### src/rtl/cbsel_arb.sv
// Round-robin 4-way arbiter driving cbsel one-hot select; optional grant timeout via CBSEL_ARB_TIMEOUT_EN.
// Latency: 1 cycle req->sel/o_data/o_valid; back-to-back grants at 1 transfer/cycle.
// Backpressure: o_ready low holds sel/o_data/o_valid stable (dropped after HOLD_MAX cycles when timeout enabled).
module cbsel_arb #(
    parameter int W        = 10,
    parameter int HOLD_MAX = 15
) (
    input  logic         clk,
    input  logic         rst_n,
    input  logic [3:0]   req,
    input  logic [W-1:0] i0,
    input  logic [W-1:0] i1,
    input  logic [W-1:0] i2,
    input  logic [W-1:0] i3,
    output logic [3:0]   sel,
    output logic [W-1:0] o_data,
    output logic         o_valid,
    input  logic         o_ready,
    output logic [3:0]   ack,
    output logic         busy,
    output logic         timeout_err
);

    typedef enum logic {IDLE, GRANT} state_t;

    state_t         state_q, state_d;
    logic [1:0]     ptr_q, ptr_d;
    logic [1:0]     win_q, win_d;
    logic [3:0]     sel_q, sel_d;
    logic [3:0]     ack_q, ack_d;
    logic [W-1:0]   data_q, data_d;
    logic           valid_q, valid_d;
    logic           hs;

    logic [1:0]     arb_base;
    logic [3:0]     arb_req;
    logic [1:0]     arb_cand;
    logic [1:0]     arb_idx;
    logic           arb_vld;
    logic [W-1:0]   arb_opnd;

`ifdef CBSEL_ARB_TIMEOUT_EN
    logic [3:0]     cnt_q, cnt_d;
    logic           terr_q, terr_d;
`endif

    assign hs = valid_q & o_ready;

    // While granted, the search starts after the current winner, which is also masked out.
    always_comb begin
        arb_base = (state_q == GRANT) ? win_q : ptr_q;
        arb_req  = req;
        if (state_q == GRANT) begin
            arb_req[win_q] = 1'b0;
        end
        arb_idx  = arb_base;
        arb_vld  = 1'b0;
        arb_cand = arb_base;
        for (int i = 4; i >= 1; i--) begin
            arb_cand = arb_base + 2'(i);
            if (arb_req[arb_cand]) begin
                arb_idx = arb_cand;
                arb_vld = 1'b1;
            end
        end
    end

    always_comb begin
        case (arb_idx)
            2'd0:    arb_opnd = i0;
            2'd1:    arb_opnd = i1;
            2'd2:    arb_opnd = i2;
            default: arb_opnd = i3;
        endcase
    end

    always_comb begin
        state_d = state_q;
        ptr_d   = ptr_q;
        win_d   = win_q;
        sel_d   = sel_q;
        data_d  = data_q;
        valid_d = valid_q;
        ack_d   = 4'b0000;
`ifdef CBSEL_ARB_TIMEOUT_EN
        cnt_d   = cnt_q;
        terr_d  = 1'b0;
`endif
        case (state_q)
            IDLE: begin
                if (arb_vld) begin
                    sel_d   = 4'b0001 << arb_idx;
                    data_d  = arb_opnd;
                    valid_d = 1'b1;
                    win_d   = arb_idx;
                    state_d = GRANT;
`ifdef CBSEL_ARB_TIMEOUT_EN
                    cnt_d   = 4'd0;
`endif
                end
            end
            GRANT: begin
                if (hs) begin
                    ack_d = sel_q;
                    ptr_d = win_q;
                    if (arb_vld) begin
                        sel_d  = 4'b0001 << arb_idx;
                        data_d = arb_opnd;
                        win_d  = arb_idx;
`ifdef CBSEL_ARB_TIMEOUT_EN
                        cnt_d  = 4'd0;
`endif
                    end else begin
                        sel_d   = 4'b0000;
                        valid_d = 1'b0;
                        state_d = IDLE;
                    end
                end
`ifdef CBSEL_ARB_TIMEOUT_EN
                // Counter would reach HOLD_MAX this edge: abandon the grant without an ack.
                else if (cnt_q + 4'd1 == 4'(HOLD_MAX)) begin
                    sel_d   = 4'b0000;
                    valid_d = 1'b0;
                    terr_d  = 1'b1;
                    ptr_d   = win_q;
                    state_d = IDLE;
                end else begin
                    cnt_d = cnt_q + 4'd1;
                end
`endif
            end
            default: state_d = IDLE;
        endcase
    end

    always_ff @(posedge clk or negedge rst_n) begin
        if (!rst_n) begin
            state_q <= IDLE;
            ptr_q   <= 2'd3;
            win_q   <= 2'd0;
            sel_q   <= 4'b0000;
            ack_q   <= 4'b0000;
            data_q  <= '0;
            valid_q <= 1'b0;
        end else begin
            state_q <= state_d;
            ptr_q   <= ptr_d;
            win_q   <= win_d;
            sel_q   <= sel_d;
            ack_q   <= ack_d;
            data_q  <= data_d;
            valid_q <= valid_d;
        end
    end

`ifdef CBSEL_ARB_TIMEOUT_EN
    always_ff @(posedge clk or negedge rst_n) begin
        if (!rst_n) begin
            cnt_q  <= 4'd0;
            terr_q <= 1'b0;
        end else begin
            cnt_q  <= cnt_d;
            terr_q <= terr_d;
        end
    end
    assign timeout_err = terr_q;
`else
    assign timeout_err = 1'b0;
`endif

    assign sel     = sel_q;
    assign o_data  = data_q;
    assign o_valid = valid_q;
    assign ack     = ack_q;
    assign busy    = (state_q == GRANT);

endmodule

### config.mk
export PLATFORM = sky130hd
export DESIGN_NAME = cbsel_arb
export DESIGN_NICKNAME = d
export VERILOG_FILES = /design/src/rtl/cbsel_arb.sv
export SDC_FILE = /design/constraint.sdc
export NUM_CORES = 1
export LEC_CHECK = 0
export ABC_AREA = 1
export BUFFER_PORTS_ARGS = -buffer_cell sky130_fd_sc_hd__buf_2
export CORE_MARGIN = 5
export CORE_UTILIZATION = 52
export DETAILED_ROUTE_END_ITERATION = 10
export PLACE_DENSITY = 0.9
export SETUP_SLACK_MARGIN = 0.1
export SLEW_MARGIN = 10
export SYNTH_ARGS = -nofsm -noshare
export SYNTH_HDL_FRONTEND = slang
export SYNTH_SLANG_ARGS = --single-unit
### constraint.sdc
create_clock -name clk -period 4 [get_ports clk]
set_input_delay 0.8 -clock clk [delete_from_list [all_inputs] [get_ports clk]]
set_output_delay 0.8 -clock clk [all_outputs]
set_load 0.03 [all_outputs]
==> results.cfg, run 1 <==
[route]
drc_errors = 0
avgViaCountPerCell = 5.18
drtAntennaViolNets = 0
routed_wl_um = 4310
dr.pass1.iters = 4
wl_per_cell_um = 12.5
drtIter0Drc = 134
vias = 1781

[pwr]
pwr-share-clk_pct = 28.9
p_switching_mw = 0.117
p_leak_nw = 1.19
p_int_mw = 0.330
powerDensity_mw_per_mm2 = 223
p_total_mw = 0.447
combPwrFrac_pct = 16.8
seq_power_share_pct = 54.3
irDropWorstVdd_uv = 89.2
swShare_pct = 26.2

[clocking]
cts-resized-gates = 0
cts_max_level = 1
clock_latency_ns = 0.32
ctsRootBufferMaster = clkbuf_4
cts_hold_buf = 0
cts_setup_buffers = 0
clkSinkCount = 24
numCtsBuffers = 3
cts_tree = yes
clkTransAtPathRegs_ns = 0.14
cts_buffer_depth = 2

[floorplan]
coreArea_mm2 = 0.00308
rows = 20
initial_core_util_pct = 54.6
die_area_mm2 = 0.00447
die_x_um = 66.8
die_h_um = 66.8
boundaryPins = 68

[setup_path]
cp_max_fo = 31
cp_data_arrival_time_ns = 2.95
path_cells = nand2_1 > nand2_4 > nand2_1 > nand2_1 > nand2_1 > nand2_2 > inv_2 > nand2_1 > nand3_1 > nand2_2 > nor2_1 > nand2_1 > nand3_1 > nand2_1 > nand2_1
required_ns = 4.23
crit_slowest_cell = dfrtp_1
rr_startpoint = busy$_DFF_PN0_
criticalPathCategory = register to register
crit_top_cell = nand2_1
r2r_setup_slack_ns = 1.28
reg2reg_depth = 15
crit_path_max_incr_delay_ns = 0.60
cp-end-kind = register
rr_endpoint = o_data[6]$_DFFE_PN0P_
start_kind = register

[logic_synthesis]
synth_edf_count = 0
syn_nets = 288
ys_seq_area_share_pct = 35.9
synthFlopType = dfrtp_1
synth.distinct_cells = 24
ys_async_sr_fraction_pct = 100
syn_inst = 241
synth_warnings = 0
ys_ff_latch = 24
syn_area_mm2 = 0.00168
synth_area_per_cell_um2 = 6.97

[placed_design]
portBuffers = 66
dp_cells = 340
hpwl_um = 3310
gp_congestion = 0.925

[layout]
n_antenna_cell = 0
nNetsFinal = 348
drive_gt1_share_pct = 31.7
area_growth_syn_to_layout_pct = 19.6
postLayoutCoreUtil_pct = 65.3
fin_cells = 344

[min_path]
hold_class = input pin to async pin

[sta]
worstMarginPinSlew_ns = 0.522
finalHoldViolCount = 0
period_share_pct = 67.9
timing.fmax_mhz = 368
grt_setup_unrepaired = no
max_slew_margin_pct = 65.1
setup-tns-final_ns = 0
skew_ns = 0.0132
fin_crit_ns = 2.72
setup_viol = 0
drv_slew = 0

[job]
cap_violations = 0

[global_routing]
grt_max_degree = 32
first_global_vias = 1490
grt_pass1_wl_um = 6480
track_usage_pct = 19.1
overflow = 0
antenna_found_initial = 0

[status]
status = completed
## cells in the final DEF, fill, tap and decap left out, drive strengths merged, types with 2 or more instances in the layout
cell    instances
o21ai          17
dfstp           2
nand2          89
nand3          30
nand3b         10
nor2           12
clkbuf          4
dfrtp          22
o21bai          6
buf            66
inv            30
nand4          10
## critical path, delay by kind of cell (launching register included)
kind / cells / cell delay [ns]
DFF: 1 / 0.60
and+or+nand+nor: 14 / 2.03
buffers and inverters: 1 / 0.03
## routing by layer
layer	vias to the layer above	routed length, um	GRT usage (%)
met2	69	2060	31.9
met4	0	76	6.85
met5	-	0	0
met3	9	306	2.53
met1	819	1870	25.1
li1	884	-	-
## cells in the mapped netlist, types with 2 or more instances
library cell,n,area share (%)
nand2_2,7,2.6
dfrtp_1,22,33
nand4_1,10,3.7
dfstp_2,2,3.1
nand3b_1,10,4.5
nand3_1,29,8.6
inv_2,7,1.6
o21bai_1,6,2.7
nor2_1,7,1.6
inv_1,21,4.7
buf_6,4,2.7
inv_4,2,0.74
o21ai_0,12,3.6
buf_2,2,0.60
nor2_2,3,1.1
buf_4,5,2.2
nand2_1,81,18
o21ai_1,5,1.5
## worst max-delay path by stage
| stage | slack (ns) | startpoint | end |
|---|---|---|---|
| 2_1_floorplan | 2.04 | busy$_DFF_PN0_ | o_data[3]$_DFFE_PN0P_ |
| 3_3_place_gp | 1.33 | req[3] | o_data[6]$_DFFE_PN0P_ |
| 3_5_place_dp | 1.26 | req[0] | o_data[6]$_DFFE_PN0P_ |
| 4_1_cts | 1.32 | busy$_DFF_PN0_ | o_data[6]$_DFFE_PN0P_ |
| 5_1_grt | 0.92 | busy$_DFF_PN0_ | o_data[3]$_DFFE_PN0P_ |
| 6_report | 1.28 | busy$_DFF_PN0_ | o_data[6]$_DFFE_PN0P_ |
## cells by family after synthesis
family	Yosys count	synth area share (%)
buffers and inverters	41	12.5
flip-flops	24	35.9
other	1	0.223
AND/OR/NAND/NOR	151	43.3
AO/OA/AOI/OAI	24	8.04
## stage by stage
stage | setup WS (ns) | area [um^2] | hold WS [ns]
after detailed placement | 1.26 | 1970 | 0.461
final | 1.28 | 2010 | 0.434
after CTS | 1.32 | 2010 | 0.453
after global routing | 0.917 | 2010 | 0.466
after global placement | 1.33 | 1970 | 0.456
after floorplan | 2.04 | 1680 | 0.477
## state kept, by name, indices dropped and copies added, names as in the netlist
signal	cells
o_data	10
win_q	2
sel	4
o_valid	1
busy	1
ack	4
ptr_q	2
## final cells by class
class	count	area, um^2
Inverter	30	118
Timing Repair Buffer	66	330
Sequential cell	24	603
Fill cell	288	1070
Multi-Input combinational cell	176	867
Clock buffer	4	36.3
Tap cell	44	55.1
## power by group through the flow
| stage | Sequential, mW | Clock, mW | Combinational [mW] |
|---|---|---|---|
| 2_1_floorplan | 0.247 | 0 | 0.0464 |
| 6_report | 0.243 | 0.129 | 0.0752 |
| 3_3_place_gp | 0.247 | 0 | 0.0728 |
| 3_5_place_dp | 0.247 | 0 | 0.0741 |
| 5_1_grt | 0.243 | 0.144 | 0.0836 |
| 4_1_cts | 0.243 | 0.130 | 0.0747 |
No activity file was read; power rests on OpenSTA's default activity.
==> run 2: changes to the inputs <==
--- a/config.mk
+++ b/config.mk
@@ -8,9 +8,9 @@
 export ABC_AREA = 1
 export BUFFER_PORTS_ARGS = -buffer_cell sky130_fd_sc_hd__buf_2
 export CORE_MARGIN = 5
-export CORE_UTILIZATION = 52
+export CORE_UTILIZATION = 48
 export DETAILED_ROUTE_END_ITERATION = 10
-export PLACE_DENSITY = 0.9
+export PLACE_DENSITY = 0.84
 export SETUP_SLACK_MARGIN = 0.1
 export SLEW_MARGIN = 10
 export SYNTH_ARGS = -nofsm -noshare
==> constraint.sdc (replaced) <==
create_clock -name clk -period 2.7 [get_ports clk]
set_input_delay 0.54 -clock clk [delete_from_list [all_inputs] [get_ports clk]]
set_output_delay 0.54 -clock clk [all_outputs]
set_load 0.03 [all_outputs]
==> results.cfg, run 2 (synthesis results as in run 1) <==
[setup_path]
r2r_setup_slack_ns = 0.45
cp_max_fo = 20
crit_path_max_incr_delay_ns = 0.57
rr_startpoint = ptr_q[0]$_DFFE_PN1P_
criticalPathCategory = register to register
reg2reg_depth = 16
rr_endpoint = o_data[0]$_DFFE_PN0P_
required_ns = 2.93
crit_slowest_cell = dfstp_2
path_cells = inv_1 > nand2_2 > nand2_2 > nand2_1 > nand2_1 > nor2_2 > nor2_4 > o21ai_1 > nand2_1 > nand2_2 > buf_4 > nand3b_1 > nand2_1 > inv_1 > nand2_1 > nand2_1
crit_top_cell = nand2_1
cp-end-kind = register
start_kind = register
cp_data_arrival_time_ns = 2.47

[floorplan]
rows = 21
die_x_um = 69.2
die_area_mm2 = 0.00478
initial_core_util_pct = 50.0
boundaryPins = 68
die_h_um = 69.2
coreArea_mm2 = 0.00336

[global_routing]
track_usage_pct = 17.8
first_global_vias = 1640
overflow = 0
grt_pass1_wl_um = 7280
grt_max_degree = 27
antenna_found_initial = 0

[sta]
timing.fmax_mhz = 445
skew_ns = 0.00150
max_slew_margin_pct = 64.6
setup_viol = 0
period_share_pct = 83.2
worstMarginPinSlew_ns = 0.532
grt_setup_unrepaired = no
setup-tns-final_ns = 0
fin_ws_ns = 0.453
drv_slew = 0
fin_crit_ns = 2.25
finalHoldViolCount = 0

[layout]
area_growth_syn_to_layout_pct = 22.1
drive_gt1_share_pct = 32.7
largest_reg_flops = 10
final_common_cell = nand2_1
nNetsFinal = 351
n_antenna_cell = 0
postLayoutCoreUtil_pct = 61.0
fin_area_mm2 = 0.00205
most-common-layout-cells = nand2_1 (81), buf_2 (66), nand3_1 (29)

[clocking]
cts-resized-gates = 0
clkSinkCount = 24
clkTransAtPathRegs_ns = 0.13
cts_hold_buf = 0
cts_max_level = 1
ctsRootBufferMaster = clkbuf_4
clock_latency_ns = 0.31
cts_buffer_depth = 2
cts_setup_buffers = 0
numCtsBuffers = 3
cts_tree = yes

[route]
routed_wl_um = 4200
drtIter0Drc = 99
avgViaCountPerCell = 4.97
drc_errors = 0
dr.pass1.iters = 4
vias = 1736
drtAntennaViolNets = 0
wl_per_cell_um = 12.0

[placed_design]
hpwl_um = 3330
portBuffers = 66
post-place-ws_ns = 0.404
placed_area_mm2 = 0.00200
gp_congestion = 0.918

[min_path]
hold_class = input pin to async pin

[pwr]
p_switching_mw = 0.174
combPwrFrac_pct = 15.4
powerDensity_mw_per_mm2 = 357
swShare_pct = 23.7
seq_power_share_pct = 49.1
irDropWorstVdd_uv = 175
p_int_mw = 0.559
p_leak_nw = 1.21
pwr-share-clk_pct = 35.5

[status]
status = completed

[job]
cap_violations = 0
run 2: cell type report:
class,count,area (um^2)
inverters,30,118
multi-input cells,176,867
fillers,319,1310
well taps,46,57.6
flip-flops and latches,24,604
repair buffers,69,353
clock inverters,1,30.0
clock buffers,3,22.5
run 2: layer usage:
| layer | GRT usage (%) | up-vias | part of all wire, % |
|---|---|---|---|
| met5 | 0 | - | 0 |
| met4 | 5.64 | 0 | 1.7 |
| met3 | 3.05 | 8 | 5.7 |
| met2 | 29.9 | 51 | 48 |
| met1 | 23.2 | 782 | 44 |
| li1 | - | 895 | - |
run 2: worst max-delay path: cells and delay by family (launching register included):
family / cells / cell delay, ns
and+or+nand+nor: 12 / 1.17
buffers and inverters: 3 / 0.33
AOI/OAI and AO/OA: 1 / 0.07
DFF: 1 / 0.57
run 2: power by group through the flow:
stage	clock (mW)	combinational [mW]	sequential, mW
global placement	0	0.111	0.366
finish	0.260	0.113	0.360
global route	0.280	0.128	0.360
floorplan	0	0.0687	0.366
detailed placement	0	0.113	0.366
CTS	0.267	0.113	0.360
run 2: how the worst max path moves through the flow:
stage | from | cells after the start | endpoint | slack (ns)
after global placement | busy$_DFF_PN0_ | 16 | o_data[6]$_DFFE_PN0P_ | 0.47
after floorplan | busy$_DFF_PN0_ | 17 | o_data[3]$_DFFE_PN0P_ | 0.74
final | ptr_q[0]$_DFFE_PN1P_ | 16 | o_data[0]$_DFFE_PN0P_ | 0.45
after detailed placement | busy$_DFF_PN0_ | 16 | o_data[0]$_DFFE_PN0P_ | 0.40
after CTS | busy$_DFF_PN0_ | 16 | o_data[0]$_DFFE_PN0P_ | 0.38
after global routing | ptr_q[0]$_DFFE_PN1P_ | 16 | o_data[0]$_DFFE_PN0P_ | 0.16
run 2: stage by stage:
| step | total power [mW] | instances | hold WS, ns |
|---|---|---|---|
| 3_5_place_dp | 0.479 | 345 | 0.462 |
| 6_report | 0.733 | 349 | 0.182 |
| 5_1_grt | 0.767 | 349 | 0.207 |
| 2_1_floorplan | 0.435 | 241 | 0.244 |
| 4_1_cts | 0.740 | 349 | 0.187 |
| 3_3_place_gp | 0.478 | 345 | 0.460 |
